### config.mk
export PLATFORM = sky130hd
export DESIGN_NAME = prog_loader
export DESIGN_NICKNAME = d
export VERILOG_FILES = /design/src/rtl/prog_loader.sv
export SDC_FILE = /design/constraint.sdc
export NUM_CORES = 1
export LEC_CHECK = 0
export CORE_AREA = 4 4 110 112
export DETAILED_ROUTE_END_ITERATION = 10
export DIE_AREA = 0 0 114 116
export DONT_BUFFER_PORTS = 1
export GPL_TIMING_DRIVEN = 0
export PLACE_DENSITY = 0.75
export RECOVER_POWER = 50
export SLEW_MARGIN = 20
export SYNTH_ARGS = -nofsm -noshare
export SYNTH_HDL_FRONTEND = slang
export SYNTH_SLANG_ARGS = --single-unit
export TNS_END_PERCENT = 30
### constraint.sdc
create_clock -name clk -period 4.3 [get_ports clk]
set_input_delay 0.86 -clock clk [delete_from_list [all_inputs] [get_ports clk]]
set_output_delay 0.86 -clock clk [all_outputs]
set_load 0.05 [all_outputs]
### src/rtl/prog_loader.sv
// Program loader: streams an image into memory with the core held in reset, optionally
// verifies it by read-back checksum, then releases the core and pulses trigger_program.
`ifndef ADDR_WIDTH
`define ADDR_WIDTH 16
`endif
`ifndef REG_WIDTH
`define REG_WIDTH 8
`endif

module prog_loader #(
  parameter int ADDR_WIDTH = `ADDR_WIDTH,
  parameter int REG_WIDTH  = `REG_WIDTH,
  parameter bit VERIFY     = 1'b1
) (
  input  logic                  clk,
  input  logic                  reset_n,
  input  logic                  start,
  input  logic [ADDR_WIDTH-1:0] base_addr,
  input  logic [ADDR_WIDTH-1:0] length,
  input  logic                  in_valid,
  input  logic [REG_WIDTH-1:0]  in_data,
  output logic                  in_ready,
  output logic                  mem_we,
  output logic [ADDR_WIDTH-1:0] mem_addr,
  output logic [REG_WIDTH-1:0]  mem_din,
  input  logic [REG_WIDTH-1:0]  mem_dout,
  output logic                  core_reset_n,
  output logic                  trigger_program,
  output logic                  busy,
  output logic                  done,
  output logic                  error,
  output logic [REG_WIDTH-1:0]  checksum
);

  localparam logic [3:0] ST_IDLE    = 4'd0;
  localparam logic [3:0] ST_WRITE   = 4'd1;
  localparam logic [3:0] ST_DRAIN   = 4'd2;
  localparam logic [3:0] ST_VERIFY  = 4'd3;
  localparam logic [3:0] ST_CMP     = 4'd4;
  localparam logic [3:0] ST_RELEASE = 4'd5;
  localparam logic [3:0] ST_TRIGGER = 4'd6;
  localparam logic [3:0] ST_DONE    = 4'd7;
  localparam logic [3:0] ST_ERROR   = 4'd8;

  logic [3:0]            state;
  logic [ADDR_WIDTH-1:0] base_q, len_q, cnt;
  logic [REG_WIDTH-1:0]  rsum;
  logic                  idle_like, start_acc, hs;

  assign idle_like = (state == ST_IDLE) || (state == ST_DONE) || (state == ST_ERROR);
  assign start_acc = start && idle_like;
  assign in_ready  = (state == ST_WRITE);
  assign hs        = in_valid && in_ready;
  assign busy      = !idle_like;

  always_ff @(posedge clk or negedge reset_n) begin
    if (!reset_n) begin
      state           <= ST_IDLE;
      base_q          <= '0;
      len_q           <= '0;
      cnt             <= '0;
      rsum            <= '0;
      checksum        <= '0;
      mem_we          <= 1'b0;
      mem_addr        <= '0;
      mem_din         <= '0;
      core_reset_n    <= 1'b0;
      trigger_program <= 1'b0;
      done            <= 1'b0;
      error           <= 1'b0;
    end else begin
      // Status outputs are registered decodes of the state, one cycle behind it.
      mem_we          <= hs;
      trigger_program <= (state == ST_TRIGGER);
      done            <= (state == ST_DONE) && !start_acc;
      error           <= (state == ST_ERROR) && !start_acc;
      if (start_acc)
        core_reset_n <= 1'b0;
      else if (state == ST_RELEASE)
        core_reset_n <= 1'b1;

      case (state)
        ST_IDLE, ST_DONE, ST_ERROR: begin
          if (start_acc) begin
            base_q   <= base_addr;
            len_q    <= length;
            cnt      <= '0;
            checksum <= '0;
            rsum     <= '0;
            state    <= (length == '0) ? ST_RELEASE : ST_WRITE;
          end
        end
        ST_WRITE: begin
          if (hs) begin
            mem_addr <= base_q + cnt;
            mem_din  <= in_data;
            checksum <= checksum + in_data;
            cnt      <= cnt + 1'b1;
            if (cnt == len_q - 1'b1)
              state <= ST_DRAIN;
          end
        end
        ST_DRAIN: begin
          // Preload the first read address so each VERIFY cycle has one in flight.
          cnt      <= '0;
          mem_addr <= base_q;
          state    <= VERIFY ? ST_VERIFY : ST_RELEASE;
        end
        ST_VERIFY: begin
          if (cnt != '0)
            rsum <= rsum + mem_dout;
          mem_addr <= base_q + cnt + 1'b1;
          cnt      <= cnt + 1'b1;
          if (cnt == len_q)
            state <= ST_CMP;
        end
        ST_CMP:     state <= (rsum == checksum) ? ST_RELEASE : ST_ERROR;
        ST_RELEASE: state <= ST_TRIGGER;
        ST_TRIGGER: state <= ST_DONE;
        default:    state <= ST_IDLE;
      endcase
    end
  end

endmodule

==> results of run 1 <==
## flip-flops by register name (all words and copies together) (netlist names), 4 cells and up
| signal | cells |
|---|---|
| base_q | 16 |
| checksum | 8 |
| cnt | 16 |
| len_q | 16 |
| mem_addr | 16 |
| mem_din | 8 |
| rsum | 8 |
| state | 4 |
## power breakdown
group | switching (uW) | total [uW] | internal, uW
registers | 932 | 2210 | 1280
clock network | 366 | 879 | 513
logic | 1800 | 3020 | 1220
## routing by layer
metal,vias to the layer above,GRT usage,wire length [microns]
met5,-,0,0
met4,0,0.127,570
met3,51,0.0533,1360
met2,240,0.429,8160
met1,2680,0.330,6940
li1,2669,-,-
## worst max-delay path, cell delays in order, from the launching register on
cell	delay [ns]
dfrtp_1	0.47
ha_1	0.25
fa_1	0.46
a211o_1	0.31
o21ai_0	0.10
xnor2_1	0.24
nand4_1	0.23
nand3b_1	0.33
nor4_1	0.49
and4_1	0.27
xnor2_1	0.12
o21ai_1	0.07
## worst max path at each step
stage / slack [ns] / end / cells past startpoint / startpoint
final: 0.84 / mem_addr[15] / 11 / cnt[0]
after global placement: 0.30 / base_q[0] / 8 / state[2]
after floorplan: 1.00 / base_q[0] / 8 / state[2]
after global routing: 0.58 / mem_addr[13] / 11 / cnt[0]
after CTS: 0.88 / mem_addr[15] / 11 / cnt[0]
after detailed placement: 0.90 / mem_addr[15] / 11 / cnt[0]
## cell families after synthesis
| logic type | Yosys count | synth area share |
|---|---|---|
| compound gates | 176 | 0.167 |
| xor+xnor | 71 | 0.0944 |
| fa+ha+maj | 36 | 0.0718 |
| buf+inv | 50 | 0.0321 |
| flops | 97 | 0.368 |
| mux | 44 | 0.0737 |
| simple gates | 261 | 0.193 |
## cells in the final DEF (no fill, tap or decap), types with 3 or more instances in the layout
cell type	instances
a211o_1	3
a211oi_1	3
a21o_1	15
a21oi_1	46
and2_1	5
and3_1	4
and4_1	5
buf_1	8
buf_6	3
clkbuf_1	24
clkbuf_16	9
dfrtp_1	97
fa_1	3
ha_1	33
inv_1	15
mux2_2	36
mux2i_1	8
nand2_1	96
nand2b_1	7
nand3_1	30
nand3b_1	4
nand4_1	13
nor2_1	48
nor2b_1	5
nor3_1	11
nor3b_1	4
nor4_1	13
nor4b_1	3
o211ai_1	3
o21ai_0	59
o221ai_1	6
o22ai_1	5
o31ai_1	9
or2_2	3
or3_1	3
xnor2_1	29
xor2_1	42
## final cells by class
type,instances,area [sq um]
clock inverter,6,91.3
clock buffer,10,229
inverter,15,56.3
fill,990,4120
sequential,97,2430
multi-input combinational,588,3960
buffer,35,155
tap,143,179
## metrics by stage
stage	instance area (sq um)	power [uW]
after global routing	7100	6540
final	7100	6110
after detailed placement	6770	5180
after CTS	7090	6080
after global placement	6770	5020
after floorplan	6590	4440
==> results.toml, run 1 <==
[timing]
drv_slew = 0
final_hold_viol_count = 0
timing.fmax_ghz = 0.289
finalClockSkew_ns = 0.00829
setup_tns_ns = 0
min_period_ns = 3.46
grt_setup_unrepaired = "no"
slew_headroom = 0.474
worstMarginPinSlew_ns = 0.785
setup_viol = 0
period_share = 0.804
postLayoutSetupSlackWorst_ns = 0.844
timing.hold.ws_ns = 0.188

[worst_hold_path]
hold_path_class = "input pin to asynchronous set/reset pin"

[route]
vias = 5640
drtIter0Drc = 450
drc = 0
first_pass_iters = 5
wl_per_cell_microns = 19.1
drtAntennaViolNets = 0
drt_wl_total_microns = 17000
vias_per_cell = 6.31

[floorplanning]
num_io_pins = 91
die_h_microns = 116
core_area_sq_um = 11200
rows = 39
dieArea_sq_um = 13200
start_util = 0.587
die_w_microns = 114

[critical_path]
rrSetupSlack_ns = 0.84
end_kind = "flop"
ff2ff_path_depth = 11
crit_required_ns = 4.54
cp.arrival_ns = 3.69
critPathMaxFanout = 6
critPathLaunchType = "flop"
r2r_start = "cnt[0]"
r2r-end = "mem_addr[15]"
crit_type = "flop to flop"

[flow_run]
max_cap_violations = 0

[final_layout]
drive_gt1_frac = 0.0919
diodes = 0
area_growth_pct = 7.77
final_nets = 834
final_core_util = 0.633
fin_cells = 894

[global_routing]
grt_pass1_wl_microns = 27300
overflow = 0
track_usage = 0.261
grt_max_degree = 98
antenna_found_initial = 0
grt_pass1_vias = 5489

[yosys]
yosysWarnings = 0
synth-seq-area-share = 0.368
synth_fp_nets = 823
synth_common_cells = "dfrtp_1 (97), nand2_1 (96), o21ai_0 (59)"
synthesis.area_sq_um = 6590
synth.area.top_cells = "dfrtp_1 (37%), ha_1 (6.3%), mux2_2 (6.2%)"
ys_dominant_reg_cell = "dfrtp_1"
synth_most_common_cell = "dfrtp_1"
synth.distinct_cells = 62
synthArstFlopShare = 1.00
synthCells = 735
synth-seq-cells = 97
synth_top_area_frac = 0.368
avgSynthCellArea_sq_um = 8.96
synth_top_cell_by_area = "dfrtp_1"
synth-edff-count = 0

[cts]
h-tree-depth = 3
cts_made_buffers = 9
clock_latency_ns = 0.36
ctsResizeCount = 0
cts_sinks = 97
cts_buffer_depth = 2
cts_root_buf = "clkbuf_16"
holdBufCountCts = 0
clkTransAtPathRegs_ns = 0.07
cts_tree = "done"
post-cts-setup-buffers = 0

[pwr]
p_leak_uw = 0.00315
ir_worst_vdd_mv = 0.446
cellPowerDensity_nw_per_um2 = 861

[place]
numPortBuffers = 0
hpwl_microns = 13200
gp_congestion = 0.956
pre_cts_ws_ns = 0.897
dp.cells = 878

[status]
outcome = "finished clean"
No activity file was read; power rests on OpenSTA's default activity.
==> run 2: changes to the inputs <==
==> constraint.sdc (replaced) <==
create_clock -name clk -period 3.27 [get_ports clk]
set_input_delay 0.654 -clock clk [delete_from_list [all_inputs] [get_ports clk]]
set_output_delay 0.654 -clock clk [all_outputs]
set_load 0.05 [all_outputs]
==> run 2 against run 1 <==
Compared with the run above: the run now ends with capacitance limit, slew limit left; worst setup slack got worse by 0.71 ns; hold slack improved by 0.18 ns; cell count rose by 0.34%; clock power rose by 31%; largest power group unchanged; non-clock buffer count rose by 4; sequential cell count did not move; wire length rose by 0.35%; via count rose by 1.7%; power rose by 34%; die area did not move; critical path depth rose by 1.
==> results.toml, run 2 (same netlist as run 1, synthesis figures left out) <==
[status]
outcome = "finished with violations"
violations = "capacitance limit, slew limit"

[place]
dp.cells = 878
hpwl_microns = 12900
numPortBuffers = 0
placed_area_sq_um = 6770
gp_congestion = 0.970

[final_layout]
fin_cells = 897
design_area_sq_um = 7200
final_core_util = 0.642
diodes = 0
area_growth_pct = 9.34
final_nets = 838
final_cell_mix = "nand2_1 (96), dfrtp_1 (96), o21ai_0 (59), nor2_1 (48), a21oi_1 (45)"
drive_gt1_frac = 0.111

[critical_path]
cp_slowest_cell = "dfrtp_2"
end_kind = "flop"
cp-startpoint = "cnt[0]"
critPathLaunchType = "flop"
path_cells = "ha_1 > fa_2 > a211o_1 > o21ai_0 > xnor2_2 > nand4_1 > nand3b_1 > buf_4 > nand2b_1 > o32ai_1 > a211oi_1 > a21o_1"
cp_top_family = "compound AO/OA/AOI/OAI gates"
crit_required_ns = 3.51
worst-path-buf-inv = 1
crit_type = "flop to flop"
critPathMaxFanout = 6
cp.arrival_ns = 3.38
r2r_start = "cnt[0]"
cpPeakStageDelay_ns = 0.46

[route]
drc = 0
first_pass_iters = 5
vias_per_cell = 6.39
drtAntennaViolNets = 0
drtIter0Drc = 471
wl_per_cell_microns = 19.1
drt_wl_total_microns = 17100
vias = 5736

[cts]
cts_tree = "done"
cts_made_buffers = 9
clkTransAtPathRegs_ns = 0.07
cts_root_buf = "clkbuf_16"
cts_sinks = 97
h-tree-depth = 3
clock_latency_ns = 0.36
cts_buffer_depth = 2

[timing]
finalClockSkew_ns = 0.00947
setup_tns_ns = 0
drv_slew = 98
final_hold_viol_count = 0
worstMarginPinSlew_ns = 2.34
setup_viol = 0
min_period_ns = 3.13
slew_headroom = -0.561
timing.fmax_ghz = 0.319
period_share = 0.958

[flow_run]
max_cap_violations = 1

[floorplanning]
dieArea_sq_um = 13200
num_io_pins = 91
start_util = 0.587
core_area_sq_um = 11200
die_w_microns = 114
rows = 39
die_h_microns = 116

[global_routing]
grt_pass1_wl_microns = 26700
overflow = 0
grt_pass1_vias = 5545
track_usage = 0.253
grt_max_degree = 98
antenna_found_initial = 0

[pwr]
ir_worst_vdd_mv = 0.572
cellPowerDensity_nw_per_um2 = 1130
power.total_uw = 8170
p_leak_uw = 0.00320

[worst_hold_path]
hold_path_class = "input pin to flop"
worstHoldStart = "start"
[run 2: cell count changes in the layout (fill, tap and decap cells not counted), sizes merged]
cell and delta:
inv +1, clkinv -2, clkbuf -2, clkinvlp +1
buf +5
[run 2: path summary, 6_finish.rpt]
kind | end | slack (ns) | cells after the start
worst max-delay path | mem_addr[9] | 0.14 | 12
worst min-delay path | done | 0.37 | 1
worst max register to register | mem_addr[9] | 0.14 | 12
worst min register to register | rsum[2] | 0.55 | 2
max in group asynchronous | cnt[0] | 0.72 | 1
min in group asynchronous | base_q[11] | 1.01 | 1
[run 2: power by group]
part	internal (uW)	switching [uW]
logic	1660	2450
clock network	670	480
registers	1680	1230
total	4010	4160
[run 2: layer usage]
metal	up-vias	share of wire	GRT usage	wire, microns
met3	44	0.077	0.0564	1320
met1	2745	0.41	0.319	7000
met5	-	0	0	0
met4	0	0.028	0.107	487
met2	263	0.49	0.421	8290
li1	2684	-	-	-
[run 2: layout make-up]
| type | instances | area (sq um) |
|---|---|---|
| buffer | 34 | 151 |
| clock buffer | 9 | 225 |
| clock inverter | 6 | 90.1 |
| fill | 905 | 4020 |
| inverter | 15 | 56.3 |
| multi-input combinational | 588 | 4040 |
| sequential | 97 | 2430 |
| tap | 143 | 179 |
| timing repair buffer | 5 | 35.0 |
[run 2: metrics by stage]
stage	setup WS [ns]	hold slack (ns)
2_1_floorplan	0.277	0.358
3_3_place_gp	-0.180	0.362
3_5_place_dp	-0.129	0.362
4_1_cts	-0.00139	0.242
5_1_grt	-0.0103	0.359
6_report	0.137	0.368
[run 2: repair_timing]
item | 4_1_cts | 5_1_grt
endpoints found under the setup margin | 4 | 46
resized for setup | 2 | 13
setup buffers | 0 | 4
pin swaps | 1 | 3
endpoints found under the hold margin | 97 | 0
hold buffers | 1 | 0
==> run 3: changes to the inputs <==
--- a/config.mk
+++ b/config.mk
@@ -5,12 +5,12 @@
 export SDC_FILE = /design/constraint.sdc
 export NUM_CORES = 1
 export LEC_CHECK = 0
-export CORE_AREA = 4 4 110 112
+export CORE_AREA = 4 4 106 108
 export DETAILED_ROUTE_END_ITERATION = 10
-export DIE_AREA = 0 0 114 116
+export DIE_AREA = 0 0 110 112
 export DONT_BUFFER_PORTS = 1
 export GPL_TIMING_DRIVEN = 0
-export PLACE_DENSITY = 0.75
+export PLACE_DENSITY = 0.8
 export RECOVER_POWER = 50
 export SLEW_MARGIN = 20
 export SYNTH_ARGS = -nofsm -noshare
==> run 3 against run 2 <==
Compared with the run above: sequential share of layout area increased by 0.10 points; clock skew increased by 0.0035 ns; wire length increased by 2.2%; cell area decreased by 0.24%; first-iteration DRC count unchanged; the flow still finishes with violations (capacitance limit, slew limit); combinational power increased by 4%; cell count unchanged.
==> results.toml, run 3 (same netlist as run 1, synthesis figures left out) <==
[cts]
clkTransAtPathRegs_ns = 0.10
cts_tree = "done"
h-tree-depth = 3
cts_made_buffers = 9
cts_sinks = 97
cts_root_buf = "clkbuf_8"
cts_buffer_depth = 2
clock_latency_ns = 0.38

[final_layout]
fin_cells = 897
final_core_util = 0.702
fill_cells = 829
layout.cells.most_common = "nand2_1"
design_area_sq_um = 7190
drive_gt1_frac = 0.129
final_nets = 844
diodes = 0
final_cell_mix = "nand2_1 (96), dfrtp_1 (95), o21ai_0 (55), nor2_1 (48), a21oi_1 (44)"
area_growth_pct = 9.08

[critical_path]
r2r_start = "cnt[0]"
crit_type = "flop to flop"
critPathMaxFanout = 5
critPathLaunchType = "flop"
r2r-end = "mem_addr[15]"
ff2ff_path_depth = 12
crit_end = "mem_addr[15]"
cp-startpoint = "cnt[0]"
end_kind = "flop"
rrSetupSlack_ns = 0.1
cp.arrival_ns = 3.43
crit_required_ns = 3.52

[timing]
setup_tns_ns = 0
timing.fmax_ghz = 0.315
grt_setup_unrepaired = "yes"
slew_headroom = -0.603
period_share = 0.971
worstMarginPinSlew_ns = 2.40
finalClockSkew_ns = 0.0129
setup_viol = 0
final_hold_viol_count = 0
drv_slew = 98
min_period_ns = 3.17

[floorplanning]
die_w_microns = 110
num_io_pins = 91
start_util = 0.644
dieArea_sq_um = 12300
core_area_sq_um = 10200
die_h_microns = 112
rows = 37

[global_routing]
antenna_found_initial = 0
grt_max_degree = 98
grt_pass1_wl_microns = 28300
grt_pass1_vias = 5628
overflow = 0
track_usage = 0.292

[worst_hold_path]
hold_path_class = "input pin to flop"
holdPathStages = 1

[pwr]
p_sw_uw = 4240
power.total_uw = 8060
p_comb_frac = 0.531
p_clk_frac = 0.106
p_leak_uw = 0.00319
share_seq_of_total_power = 0.362
intPower_uw = 3820
power_switching_share = 0.526
ir_worst_vdd_mv = 0.741
cellPowerDensity_nw_per_um2 = 1120

[route]
drt_wl_total_microns = 17500
vias_per_cell = 6.39
drtIter0Drc = 471
first_pass_iters = 5
drtAntennaViolNets = 0
vias = 5736
drc = 0
wl_per_cell_microns = 19.5

[place]
numPortBuffers = 0
placed_area_sq_um = 6760
dp.cells = 871
hpwl_microns = 13200
gp_congestion = 0.904

[status]
outcome = "finished with violations"
violations = "capacitance limit, slew limit"

[flow_run]
max_cap_violations = 1
-- run 3: metal layers --
metal	track usage	wire (microns)	share of wire	vias to the layer above
li1	-	-	-	2702
met1	0.405	7560	0.43	2777
met2	0.447	8140	0.47	229
met3	0.0586	1350	0.077	28
met4	0.110	413	0.024	0
met5	0	0	0	-
-- run 3: power groups by stage --
stage | Combinational (uW) | Clock, uW | Sequential, uW
after floorplan | 3100 | 0 | 2730
after CTS | 4020 | 864 | 2910
after global routing | 4730 | 930 | 2990
final | 4280 | 858 | 2920
after global placement | 3750 | 0 | 2910
after detailed placement | 3910 | 0 | 2940
-- run 3: through the flow --
stage,hold slack [ns],setup WS (ns)
after CTS,0.210,0.00669
after detailed placement,0.361,-0.293
after floorplan,0.358,0.277
final,0.319,0.0953
after global routing,0.305,-0.0528
after global placement,0.361,-0.268
-- run 3: cell type report --
class                           count  area (sq um)  share of cell area
Timing Repair Buffer               11          83.8              0.0117
Sequential cell                    97          2430               0.338
Inverter                           15          56.3             0.00783
Clock inverter                      6          72.6              0.0101
Tap cell                          136           170              0.0237
Buffer                             34           151              0.0211
Clock buffer                       10           138              0.0192
Multi-Input combinational cell    588          4090               0.568
-- run 3: what timing repair did --
action / 4_1_cts / 5_1_grt
hold endpoints to repair: 97 / 0
endpoints found under the setup margin: 7 / 38
resized for setup: 8 / 20
pin swaps: 3 / 11
hold buffers: 1 / 0
buffers inserted: 2 / 8
-- run 3: how the worst min path moves through the flow --
stage               startpoint            to
floorplan              reset_n     base_q[0]
global placement       reset_n   mem_addr[4]
detailed placement     reset_n  mem_addr[11]
CTS                    reset_n    mem_din[2]
global route             start          done
finish                   start          done
-- run 3: critical path: stages, from the launching register on --
cell and delay, ns:
dfrtp_2 0.49, ha_4 0.19, fa_2 0.45, a211o_1 0.35, o21ai_2 0.09, xnor2_2 0.15, nand4_1 0.17, nand3b_1 0.25
buf_6 0.18, nor4_4 0.30, and4_1 0.24, xnor2_1 0.12, o21ai_1 0.08
